[config.mk]
export PLATFORM = sky130hd
export DESIGN_NAME = vdp_cpu_port_flat
export DESIGN_NICKNAME = d
export VERILOG_FILES = /design/src/rtl/vdp_pkg.sv /design/src/rtl/vdp_cpu_port_if.sv /design/src/rtl/vdp_cpu_port.sv /design/src/flat_wrapper.sv
export SDC_FILE = /design/constraint.sdc
export NUM_CORES = 1
export LEC_CHECK = 0
export CORE_ASPECT_RATIO = 0.9
export CORE_UTILIZATION = 44
export CTS_BUF_LIST = sky130_fd_sc_hd__clkbuf_8 sky130_fd_sc_hd__clkbuf_16
export DETAILED_ROUTE_END_ITERATION = 8
export PLACE_DENSITY = 0.76
export SYNTH_ARGS = -nofsm -noshare
export SYNTH_HDL_FRONTEND = slang
export SYNTH_SLANG_ARGS = --single-unit
export TNS_END_PERCENT = 30
[constraint.sdc]
create_clock -name clk -period 1.6 [get_ports clk]
set_input_delay 0.32 -clock clk [delete_from_list [all_inputs] [get_ports clk]]
set_output_delay 0.32 -clock clk [all_outputs]
set_load 0.05 [all_outputs]
[src/rtl/vdp_pkg.sv]
// Shared definitions for the VDP host-side blocks: the CPU port FSM state
// encoding, VRAM address geometry and control-byte field positions.
package vdp_pkg;

  localparam int VRAM_ADDR_W = 14;
  localparam logic [VRAM_ADDR_W-1:0] VRAM_ADDR_MAX = 14'h3FFF;

  // Second control byte: bit 7 selects a register write, bit 6 separates
  // write setup (1) from read setup (0) when bit 7 is clear.
  localparam int CTL_REG_BIT   = 7;
  localparam int CTL_WRITE_BIT = 6;

  typedef enum logic [1:0] {
    ST_IDLE    = 2'd0,
    ST_WRITE   = 2'd1,
    ST_FETCH   = 2'd2,
    ST_CAPTURE = 2'd3
  } cpu_port_state_t;

  // Auto-increment of the VRAM pointer, wrapping at the top of the 16 KB space.
  function automatic logic [VRAM_ADDR_W-1:0] vram_addr_next(input logic [VRAM_ADDR_W-1:0] a);
    return (a == VRAM_ADDR_MAX) ? '0 : a + 1'b1;
  endfunction

endpackage

[src/rtl/vdp_cpu_port_if.sv]
// Host bus between the bus synchronizer (master) and the VDP CPU port (slave).
interface vdp_cpu_port_if;

  logic       cpu_wr;
  logic       cpu_rd;
  logic       cpu_mode;
  logic [7:0] cpu_din;
  logic [7:0] cpu_dout;
  logic       cpu_busy;

  modport master (
    output cpu_wr, cpu_rd, cpu_mode, cpu_din,
    input  cpu_dout, cpu_busy
  );

  modport slave (
    input  cpu_wr, cpu_rd, cpu_mode, cpu_din,
    output cpu_dout, cpu_busy
  );

endinterface

[src/rtl/vdp_cpu_port.sv]
// VDP CPU port: decodes the two-port host byte protocol into VRAM writes,
// read-ahead fetches, register writes and status reads.
// Build option: define VDP_WRITE_READAHEAD_EN to have data writes also load
// the read-ahead buffer with the written byte (legacy chip behaviour).
//
// state      | meaning
// -----------+-------------------------------------------------------------
// ST_IDLE    | accepting host strobes; vram_addr shows the current pointer
// ST_WRITE   | vram_we high for one cycle, pointer increments at the end
// ST_FETCH   | pointer presented to VRAM, data returns next cycle
// ST_CAPTURE | VRAM data captured into the read-ahead buffer, pointer +1
module vdp_cpu_port
  import vdp_pkg::*;
#(
  parameter int ADDR_W = VRAM_ADDR_W,
  parameter int DATA_W = 8
) (
  input  logic              clk,
  input  logic              rst_n,
  vdp_cpu_port_if.slave     cpu,
  output logic [ADDR_W-1:0] vram_addr,
  output logic              vram_we,
  output logic [DATA_W-1:0] vram_din,
  input  logic [DATA_W-1:0] vram_dout,
  output logic              reg_we,
  output logic [2:0]        reg_num,
  output logic [DATA_W-1:0] reg_data,
  input  logic [DATA_W-1:0] status_in,
  output logic              status_clr
);

  cpu_port_state_t state, state_nxt;

  logic [ADDR_W-1:0] addr;
  logic [DATA_W-1:0] latch_lo;
  logic              phase;
  logic [DATA_W-1:0] rab;
  logic [DATA_W-1:0] dout_q;
  logic [DATA_W-1:0] wbyte;

  logic idle;
  logic acc_wr;
  logic acc_rd;
  logic ctl_reg;
  logic ctl_rd_setup;

  // Strobe qualification: only idle accepts, and a write masks a simultaneous read.
  always_comb begin
    idle         = (state == ST_IDLE);
    acc_wr       = idle & cpu.cpu_wr;
    acc_rd       = idle & cpu.cpu_rd & ~cpu.cpu_wr;
    ctl_reg      = cpu.cpu_din[CTL_REG_BIT];
    ctl_rd_setup = ~cpu.cpu_din[CTL_REG_BIT] & ~cpu.cpu_din[CTL_WRITE_BIT];
  end

  // FSM state register.
  always_ff @(posedge clk or negedge rst_n) begin
    if (!rst_n) state <= ST_IDLE;
    else        state <= state_nxt;
  end

  // FSM next-state decode.
  always_comb begin
    state_nxt = state;
    case (state)
      ST_IDLE: begin
        if (acc_wr && !cpu.cpu_mode)
          state_nxt = ST_WRITE;
        else if (acc_wr && cpu.cpu_mode && phase && ctl_rd_setup)
          state_nxt = ST_FETCH;
        else if (acc_rd && !cpu.cpu_mode)
          state_nxt = ST_FETCH;
      end
      ST_WRITE:   state_nxt = ST_IDLE;
      ST_FETCH:   state_nxt = ST_CAPTURE;
      ST_CAPTURE: state_nxt = ST_IDLE;
      default:    state_nxt = ST_IDLE;
    endcase
  end

  // Protocol datapath: pointer, byte latch, read-ahead buffer and pulses.
  always_ff @(posedge clk or negedge rst_n) begin
    if (!rst_n) begin
      addr       <= '0;
      latch_lo   <= '0;
      phase      <= 1'b0;
      rab        <= '0;
      dout_q     <= '0;
      wbyte      <= '0;
      reg_we     <= 1'b0;
      reg_num    <= '0;
      reg_data   <= '0;
      status_clr <= 1'b0;
    end else begin
      reg_we     <= 1'b0;
      status_clr <= 1'b0;
      case (state)
        ST_IDLE: begin
          if (acc_wr && cpu.cpu_mode) begin
            if (!phase) begin
              latch_lo <= cpu.cpu_din;
              phase    <= 1'b1;
            end else begin
              phase <= 1'b0;
              if (ctl_reg) begin
                reg_we   <= 1'b1;
                reg_num  <= cpu.cpu_din[2:0];
                reg_data <= latch_lo;
              end else begin
                addr <= {cpu.cpu_din[ADDR_W-DATA_W-1:0], latch_lo};
              end
            end
          end else if (acc_wr) begin
            phase <= 1'b0;
            wbyte <= cpu.cpu_din;
          end else if (acc_rd && cpu.cpu_mode) begin
            dout_q     <= status_in;
            phase      <= 1'b0;
            status_clr <= 1'b1;
          end else if (acc_rd) begin
            phase  <= 1'b0;
            dout_q <= rab;
          end
        end
        ST_WRITE: begin
          addr <= vram_addr_next(addr);
`ifdef VDP_WRITE_READAHEAD_EN
          rab <= wbyte;
`else
          rab <= rab;
`endif
        end
        ST_CAPTURE: begin
          rab  <= vram_dout;
          addr <= vram_addr_next(addr);
        end
        default: ;
      endcase
    end
  end

  // The pointer is shown on the VRAM port in every state; the write enable
  // decodes straight from the state so reset removes it without a clock.
  always_comb begin
    vram_addr    = addr;
    vram_we      = (state == ST_WRITE);
    vram_din     = wbyte;
    cpu.cpu_dout = dout_q;
    cpu.cpu_busy = ~idle;
  end

endmodule

[src/flat_wrapper.sv]
// flat-port wrapper written by rule: the top's interface ports become plain ports
module vdp_cpu_port_flat import vdp_pkg::*;
#(
  parameter int ADDR_W = VRAM_ADDR_W,
  parameter int DATA_W = 8
)
  (clk, rst_n, vram_addr, vram_we, vram_din, vram_dout, reg_we, reg_num, reg_data, status_in, status_clr, cpu_cpu_wr, cpu_cpu_rd, cpu_cpu_mode, cpu_cpu_din, cpu_cpu_dout, cpu_cpu_busy);
  vdp_cpu_port_if cpu_i ();
  input  logic clk;
  input  logic rst_n;
  output logic [ADDR_W-1:0] vram_addr;
  output logic vram_we;
  output logic [DATA_W-1:0] vram_din;
  input  logic [DATA_W-1:0] vram_dout;
  output logic reg_we;
  output logic [2:0] reg_num;
  output logic [DATA_W-1:0] reg_data;
  input  logic [DATA_W-1:0] status_in;
  output logic status_clr;
  input wire logic [$bits(cpu_i.cpu_wr)-1:0] cpu_cpu_wr;
  input wire logic [$bits(cpu_i.cpu_rd)-1:0] cpu_cpu_rd;
  input wire logic [$bits(cpu_i.cpu_mode)-1:0] cpu_cpu_mode;
  input wire logic [$bits(cpu_i.cpu_din)-1:0] cpu_cpu_din;
  output wire logic [$bits(cpu_i.cpu_dout)-1:0] cpu_cpu_dout;
  output wire logic [$bits(cpu_i.cpu_busy)-1:0] cpu_cpu_busy;
  assign cpu_i.cpu_wr = cpu_cpu_wr;
  assign cpu_i.cpu_rd = cpu_cpu_rd;
  assign cpu_i.cpu_mode = cpu_cpu_mode;
  assign cpu_i.cpu_din = cpu_cpu_din;
  assign cpu_cpu_dout = cpu_i.cpu_dout;
  assign cpu_cpu_busy = cpu_i.cpu_busy;
  vdp_cpu_port #(.ADDR_W(ADDR_W), .DATA_W(DATA_W)) u_core (.clk(clk), .rst_n(rst_n), .cpu(cpu_i), .vram_addr(vram_addr), .vram_we(vram_we), .vram_din(vram_din), .vram_dout(vram_dout), .reg_we(reg_we), .reg_num(reg_num), .reg_data(reg_data), .status_in(status_in), .status_clr(status_clr));
endmodule
* Yosys cells after proc, flatten, opt, wreduce, memory -nomap -nowiden
Cells that the tools add are included.
Operators by class: $add $sub $neg 1, equal/unequal tests 8, muxes and demuxes 24, bitwise operators 11, reductions and logical operators 18
Operator list (number):
- $mux 14 | 4
- $pmux 14 s2 | 1
- $mux 8 | 2
- $add 14x1->14 const B | 1
- $eq 14x14->1 const B | 1
- $mux 1 | 13
- $reduce_and 4->1 | 3
- $not 1->1 | 7
- $logic_and 1x1->1 | 6
- $mux 2 | 3
- $pmux 2 s3 | 1
- $reduce_and 3->1 | 2
- $and 1x1->1 | 4
- $eq 2x2->1 const B | 2
- $ne 2x2->1 const B | 2
- $ne 4x4->1 const B | 1
- $reduce_bool 2->1 | 2
- $reduce_bool 4->1 | 1
- $eq 2x1->1 const B | 1
- $logic_not 2->1 | 1
- $ne 2x1->1 const B | 1
- $reduce_and 2->1 | 1
- $reduce_or 2->1 | 1
- $logic_not 1->1 | 1
Storage, ports and cells: bits in registers 62, input port bits 29, word-level logic and storage cells 73

* Depth between registers and ports, before layout
Gate-level depths: netlist of run 1.
word-level depth 8, gate-level depth with buffers 6, mapped depth without buffers 5

* Worst setup path before layout of run 1
Ideal clock, no wire load.
path type register to register, from reg u_core.addr[0] (netlist: u_core.vram_addr[0]), to reg u_core.addr[5] (netlist: u_core.vram_addr[5]), arrival 1932 ps, data required time 1463 ps, slack -469 ps, stages on the path, launching flop included 7, path buffers 1, clock period less this slack 2069 ps, cell sequence dfrtp_1 > ha_1 > clkbuf_1 > nand4_1 > or4_1 > nand2_1 > o22ai_1
On the way: cells in the longest elaborated chain, start to end 3
RTL lines:
- start, declared | line vdp_cpu_port.sv:34 | logic [ADDR_W-1:0] addr;
- start signal, assigned | line vdp_cpu_port.sv:110 | addr <= {cpu.cpu_din[ADDR_W-DATA_W-1:0], latch_lo};
- start signal, assigned | line vdp_cpu_port.sv:126 | addr <= vram_addr_next(addr);
- start signal, assigned | line vdp_cpu_port.sv:135 | addr <= vram_addr_next(addr);
- $add 14x1->14 or $eq 14x14->1 (tied branches) | line vdp_pkg.sv:22 | return (a == VRAM_ADDR_MAX) ? '0 : a + 1'b1;
- $mux 14 (*) | line vdp_pkg.sv:22
- $pmux 14 s2 (*) | line vdp_cpu_port.sv:97 | case (state)
Every way passes the cells marked *; elsewhere a longest branch is shown, timed or not. A chain may end at the register's enable or synchronous reset.

* Worst setup path in the final report of run 1
from reg u_core.addr[1] (netlist: u_core.vram_addr[1]), to reg u_core.addr[12] (netlist: u_core.vram_addr[12])
Same word-level chain as after synthesis.

==> impl_metrics.env, run 1 <==
export IMPL_startpoint_type="flop"
export IMPL_critPathCaptureType="flop"
export IMPL_fin_crit_sh_pct=102
export IMPL_core_area_sq_mm=0.00615
export IMPL_crit_slowest_cell="nor4_1"
export IMPL_ioPinCount=74
export IMPL_synth_edf_count=0
export IMPL_synth_seq_cells=62
export IMPL_num_rows=27
export IMPL_finalHoldViolCount=0
export IMPL_num_fill_cells=449
export IMPL_n_antenna_cell=0
export IMPL_syn_to_final_growth_pct=57.2
export IMPL_min_path_type="reg -> reg"
export IMPL_fin_crit_ps=1630
export IMPL_r2r_slack_ps=-30
export IMPL_drive_gt1_share_pct=47.2
export IMPL_wl_mm=7.11
export IMPL_clk_latency_ps=340
export IMPL_clkTransAtPathRegs_ps=70
export IMPL_tritoncts="done"
export IMPL_status="finished with violations"
export IMPL_path_max_fanout=6
export IMPL_required_ps=1820
export IMPL_skew_ps=6.68
export IMPL_grt_pass1_vias=2297
export IMPL_slowest_delay_ps=400
export IMPL_cts_sinks=62
export IMPL_netlist_top_cells_count="62 x dfrtp_1, 36 x mux2_2, 26 x mux2i_1"
export IMPL_drtIter0Drc=159
export IMPL_dieArea_sq_mm=0.00672
export IMPL_start_util_pct=45.7
export IMPL_rsz0062_at_grt="yes"
export IMPL_setup_viol_count_final=12
export IMPL_p_leak_uw=0.00202
export IMPL_cts_made_buffers=9
export IMPL_critPathArrivalTime_ps=1840
export IMPL_synth_area_leaders="dfrtp_1 55%, mux2_2 14%, mux2i_1 9.3%"
export IMPL_yosysSeqAreaShare_pct=55.2
export IMPL_syn_avg_cell_area_sq_um=12.8
export IMPL_worst_pin_slew_ps=447
export IMPL_critPathKind="reg -> reg"
export IMPL_grt_pass1_wl_mm=11.6
export IMPL_slew_headroom_pct=69.9
export IMPL_reg2regPathDepth=6
export IMPL_synth_nets=250
export IMPL_path_cells="ha_4 > buf_4 > nand2_1 > nor4_1 > xnor2_1 > mux2i_1"
export IMPL_timing_fmax_mhz=615
export IMPL_min_path_cells=1
export IMPL_synthMostInstantiatedCell="dfrtp_1"
export IMPL_place_gp_congestion=0.782
export IMPL_synth_top_area_share_pct=55.2
export IMPL_antenna_found_initial=0
export IMPL_numPortBuffers=73
export IMPL_antenna_left=0
export IMPL_dr_pass1_iters=5
export IMPL_cts_max_level=3
export IMPL_routed_via_density=5.10
export IMPL_yosys_warnings=0
export IMPL_layout_nets=360
export IMPL_grt_total_usage_pct=22.9
export IMPL_die_x_um=86.3
export IMPL_ir_worst_vdd_v=0.00119
export IMPL_avgRoutedWirePerCell_um=16.8
export IMPL_report_final_slew_viol_count=0
export IMPL_grt_max_degree=63
export IMPL_setup_slack_ps=-25.6
export IMPL_die_height_um=77.9
export IMPL_vias=2154
export IMPL_synth_area_sq_mm=0.00281
export IMPL_maxCapViolations=0
export IMPL_dpl_hpwl_mm=4.88
export IMPL_p_per_area_mw_per_mm2=2340
export IMPL_synth_cell_types=39
export IMPL_pre_cts_ws_ps=-303
export IMPL_syn_instance_count=220
export IMPL_cts_buffer_depth=2
export IMPL_grt_ovfl_total=0
export IMPL_cts_root_buffer="clkbuf_8"
export IMPL_synth_main_ff_cell="dfrtp_1"
export IMPL_yosys_area_top_type="dfrtp_1"
export IMPL_finalPower_uw=10400
export IMPL_drc=0
export IMPL_synthArstFlopShare_pct=100
export IMPL_violations="setup timing"
==> metal layers <==
layer	share of wire [%]	wire [um]	global-route usage (%)	up-vias
met5	0	0	0	-
met4	2.0	142	8.50	0
met3	3.0	212	5.53	15
met2	50	3560	36.2	52
met1	45	3190	30.6	1073
li1	-	-	-	1014
==> logic make-up (layout without fill, tap and decap cells) <==
family                   after synthesis  after routing  synth area share, %
AO/OA/AOI/OAI                         24             24                 5.29
buffers and inverters                 14            129                 2.31
flip-flops                            62             62                 55.2
adder cells (fa/ha/maj)                1              1                0.445
multiplexers                          62             62                 23.7
AND/OR/NAND/NOR                       47             47                 10.0
XOR/XNOR                              10             10                 3.11
==> sequential cells by signal, indices dropped and copies added, names as in the netlist <==
| name | count |
|---|---|
| u_core.reg_num | 3 |
| u_core.vram_addr | 14 |
| u_core.cpu.cpu_dout | 8 |
| u_core.status_clr | 1 |
| u_core.reg_data | 8 |
| u_core.phase | 1 |
| u_core.latch_lo | 8 |
| u_core.state | 2 |
| u_core.rab | 8 |
| u_core.reg_we | 1 |
| u_core.vram_din | 8 |
==> worst max-delay path: cells and delay by family, from the launching register on <==
| family | cells | cell delay (ps) |
|---|---|---|
| and+or+nand+nor | 2 | 480 |
| buffers and inverters | 1 | 140 |
| DFF | 1 | 390 |
| adders and majority gates | 1 | 140 |
| xor gates and xnor gates | 1 | 220 |
| muxes | 1 | 120 |
==> cell usage in the layout, fill, tap and decap left out, drive strengths merged, types with 5 or more instances in the layout <==
master,instances
a21oi,9
buf,80
clkbuf,10
clkdlybuf4s50,27
dfrtp,62
inv,5
mux2,36
mux2i,26
nand2,7
nand3,6
nor2,12
o22ai,5
xnor2,9
==> stage by stage <==
step | instance area [sq um] | cells | setup TNS (ps) | utilization [%] | hold slack, ps
2_1_floorplan | 2870 | 220 | -2190 | - | 24.4
3_3_place_gp | 4010 | 402 | -9940 | 65.2 | 353
3_5_place_dp | 4010 | 402 | -10870 | 65.2 | 356
4_1_cts | 4320 | 420 | -161 | 70.3 | 510
5_1_grt | 4420 | 422 | -975 | 71.9 | 524
6_report | 4420 | 422 | -70.0 | 71.9 | 508
==> where the power goes <==
group	switching (uW)	internal, uW
clock network	622	1070
logic	3180	2610
registers	547	2330
total	4350	6010
==> worst paths after layout <==
check | startpoint | to
max | u_core.vram_addr[1] | u_core.vram_addr[12]
min | u_core.rab[6] | u_core.rab[6]
max reg2reg | u_core.vram_addr[1] | u_core.vram_addr[12]
min reg2reg | u_core.rab[6] | u_core.rab[6]
max in group asynchronous | rst_n | u_core.vram_addr[10]
min in group asynchronous | rst_n | u_core.rab[6]
==> area by class of cell <==
cell class / instances / area, sq um / area share, %
clock buffers: 10 / 138 / 3.11
clock inverters: 6 / 110 / 2.49
inverters: 4 / 15.0 / 0.340
multi-input cells: 144 / 1300 / 29.4
flip-flops and latches: 62 / 1570 / 35.5
well taps: 87 / 109 / 2.46
repair buffers: 109 / 1180 / 26.7
==> timing repair <==
action,4_1_cts,5_1_grt
gates resized for setup,6,22
endpoints found under the hold margin,50,0
setup endpoints to repair,12,42
pin swaps,1,1
setup buffers,0,2
hold buffers,1,0
gates cloned,1,0
Power figures use the tool's default switching activity.
==> run 2, diff against run 1 <==
- CAP_MARGIN: unset -> 25
==> results of run 2 <==
No change in the layout: final DEF, timing and power equal those of run 1.
==> run 3, diff against run 2 <==
- ABC_AREA: unset -> 1
- CORE_MARGIN: unset -> 3
- PLACE_DENSITY: 0.76 -> 0.75
==> impl_metrics.env, run 3 <==
export IMPL_status="complete, no violations"
export IMPL_yosys_area_top_type="dfrtp_1"
export IMPL_critPathKind="reg -> reg"
export IMPL_die_height_um=84.1
export IMPL_synth_compound_area_share_pct=10.5
export IMPL_yosys_warnings=0
export IMPL_path_cells="nand2_1 > nor3_1 > nand2_4 > buf_4 > nand4_1 > a21oi_1"
export IMPL_placed_cells=517
export IMPL_place_gp_congestion=0.969
export IMPL_grt_ovfl_total=0
export IMPL_min_path_type="reg -> reg"
export IMPL_slew_headroom_pct=73.2
export IMPL_swShare_pct=47.9
export IMPL_layout_nets=474
export IMPL_pre_cts_ws_ps=-225
export IMPL_pwr_share_clk_pct=13.6
export IMPL_drive_gt1_share_pct=29.0
export IMPL_cts_max_level=3
export IMPL_setup_viol_count_final=0
export IMPL_grt_pass1_vias=2620
export IMPL_clk_latency_ps=350
export IMPL_syn_to_final_growth_pct=44.5
export IMPL_synth_top_area_share_pct=52.1
export IMPL_worst_pin_slew_ps=401
export IMPL_avgRoutedWirePerCell_um=15.0
export IMPL_fin_crit_ps=1510
export IMPL_cts_root_buffer="clkbuf_8"
export IMPL_drtIter0Drc=265
export IMPL_numPortBuffers=73
export IMPL_report_final_slew_viol_count=0
export IMPL_ir_worst_vdd_v=0.00109
export IMPL_antenna_left=0
export IMPL_grt_total_usage_pct=21.4
export IMPL_fin_cells=536
export IMPL_crit_buf_inv=1
export IMPL_synthXorXnorAreaFrac_pct=0.588
export IMPL_final_area_sq_mm=0.00431
export IMPL_holdWs_ps=486
export IMPL_regArea_sq_mm=0.00156
export IMPL_use_met3_pct=6.76
export IMPL_layout_common_cells="102 x nand2_1, 57 x dfrtp_1, 47 x buf_4"
export IMPL_intPower_uw=5300
export IMPL_critPathTopFamily="simple AND/OR/NAND/NOR gates"
export IMPL_postPlaceCellArea_sq_mm=0.00406
export IMPL_p_per_area_mw_per_mm2=2360
export IMPL_synthMuxAreaShare_pct=3.40
export IMPL_slowest_delay_ps=490
export IMPL_p_switching_uw=4870
export IMPL_syn_instance_count=344
export IMPL_fin_crit_sh_pct=94.2
export IMPL_skew_ps=9.28
export IMPL_grt_util_met1_pct=28.8
export IMPL_antenna_found_initial=0
export IMPL_grt_busiest_layer="met2"
export IMPL_multiInputGateArea_sq_mm=0.00122
export IMPL_yosysSeqAreaShare_pct=52.1
export IMPL_ioPinCount=74
export IMPL_syn_avg_cell_area_sq_um=8.66
export IMPL_startpoint_type="flop"
export IMPL_cts_sinks=62
export IMPL_cts_made_buffers=9
export IMPL_synthArstFlopShare_pct=100
export IMPL_synthAdderAreaFrac_pct=0.420
export IMPL_start_util_pct=46.9
export IMPL_n_antenna_cell=0
export IMPL_synth_seq_cells=62
export IMPL_crit_slowest_cell="dfrtp_1"
export IMPL_clkTransAtPathRegs_ps=80
export IMPL_setup_slack_ps=93.0
export IMPL_largest_register_ffs=14
export IMPL_synthMostInstantiatedCell="nand2_1"
export IMPL_synth_nets=374
export IMPL_path_max_fanout=8
export IMPL_wl_mm=8.02
export IMPL_critPathCaptureType="flop"
export IMPL_grt_max_degree=63
export IMPL_synth_top_family_by_area="simple AND/OR/NAND/NOR gates"
export IMPL_timing_fmax_mhz=664
export IMPL_p_leak_uw=0.00212
export IMPL_power_frac_comb_pct=58.5
export IMPL_maxCapViolations=0
export IMPL_routed_via_density=5.19
export IMPL_drc=0
export IMPL_synth_cell_types=32
export IMPL_finalHoldViolCount=0
export IMPL_netlist_top_cells_count="104 x nand2_1, 62 x dfrtp_1, 36 x inv_1"
export IMPL_vias=2780
export IMPL_critPathArrivalTime_ps=1750
export IMPL_synth_area_sq_mm=0.00298
export IMPL_num_rows=27
export IMPL_grt_pass1_wl_mm=12.9
export IMPL_synth_area_leaders="dfrtp_1 52%, nand2_1 13%, inv_1 4.5%"
export IMPL_met2_usage_pct=32.1
export IMPL_dpl_hpwl_mm=5.69
export IMPL_dr_pass1_iters=5
export IMPL_synthSimpleGateAreaFrac_pct=25.2
export IMPL_num_fill_cells=487
export IMPL_dieArea_sq_mm=0.00780
export IMPL_core_area_sq_mm=0.00635
export IMPL_final_common_cell="nand2_1"
export IMPL_cts_buffer_depth=2
export IMPL_tritoncts="done"
export IMPL_required_ps=1840
export IMPL_finalPower_uw=10200
export IMPL_synth_main_ff_cell="dfrtp_1"
export IMPL_synth_edf_count=0
export IMPL_die_x_um=92.7
export IMPL_seq_power_share_pct=27.9
-- run 3: changes by cell type after synthesis, moves of 6 or more --
| cell | previous run | this run |
|---|---|---|
| mux2i_1 | 26 | 0 |
| nand4_1 | 2 | 8 |
| xnor2_1 | 9 | 1 |
| o21ai_2 | 0 | 8 |
| nand2_1 | 7 | 104 |
| o21ai_0 | 3 | 25 |
| nor2_1 | 12 | 26 |
| inv_1 | 4 | 36 |
| nand3_1 | 6 | 19 |
| mux2_2 | 36 | 9 |
-- run 3: through the flow --
step,util (%),TNS (ps)
after floorplan,-,0
after global placement,64.0,-3420
after detailed placement,64.0,-4810
after CTS,67.2,0
after global routing,67.8,-21.5
final,67.8,0
-- run 3: worst reg2reg max path, stage by stage, from the launching register on --
cell and delay (ps):
dfrtp_1 490, nand2_1 110, nor3_1 340, nand2_4 140
buf_4 170, nand4_1 80, a21oi_1 70
-- run 3: cell type report --
class	count	share of cell area, %
Clock buffer	9	2.88
Clock inverter	7	1.69
Inverter	41	3.69
Multi-Input combinational cell	233	28.5
Sequential cell	62	36.2
Tap cell	87	2.53
Timing Repair Buffer	97	24.6
-- run 3: worst paths after layout --
kind                                            from                   end  slack, ps  cells past startpoint
worst max-delay path            u_core.vram_addr[10]  u_core.vram_addr[11]         90                      6
worst min-delay path              u_core.reg_data[5]    u_core.reg_data[5]        490                      2
worst max register to register  u_core.vram_addr[10]  u_core.vram_addr[11]         90                      6
worst min register to register    u_core.reg_data[5]    u_core.reg_data[5]        490                      2
max in group asynchronous                      rst_n   u_core.vram_addr[1]        800                      3
min in group asynchronous                      rst_n     u_core.status_clr        520                      3
-- run 3: cell families after synthesis --
kind of cell | Yosys count
buf+inv | 50
fa+ha+maj | 1
compound gates | 50
mux | 9
xor+xnor | 2
simple gates | 170
flops | 62
-- run 3: what timing repair did --
| item | 4_1_cts | 5_1_grt |
|---|---|---|
| resized for setup | 0 | 6 |
| endpoints found under the hold margin | 62 | 0 |
| setup buffers | 0 | 1 |
| endpoints found under the setup margin | 0 | 8 |
| hold buffers | 1 | 0 |
-- run 3: metal layers --
metal / routed length, um / vias to the layer above / share of wire [%]
li1: - / 1312 / -
met1: 3480 / 1290 / 43
met2: 3640 / 151 / 45
met3: 656 / 27 / 8.2
met4: 249 / 0 / 3.1
met5: 0 / - / 0
-- run 3: power groups by stage --
stage | registers, uW | clock network [uW] | logic, uW
after floorplan | 4390 | 0 | 2000
after global placement | 2820 | 0 | 5740
after detailed placement | 2840 | 0 | 5840
after CTS | 2820 | 1410 | 5860
after global routing | 2920 | 1500 | 6350
final | 2830 | 1390 | 5950
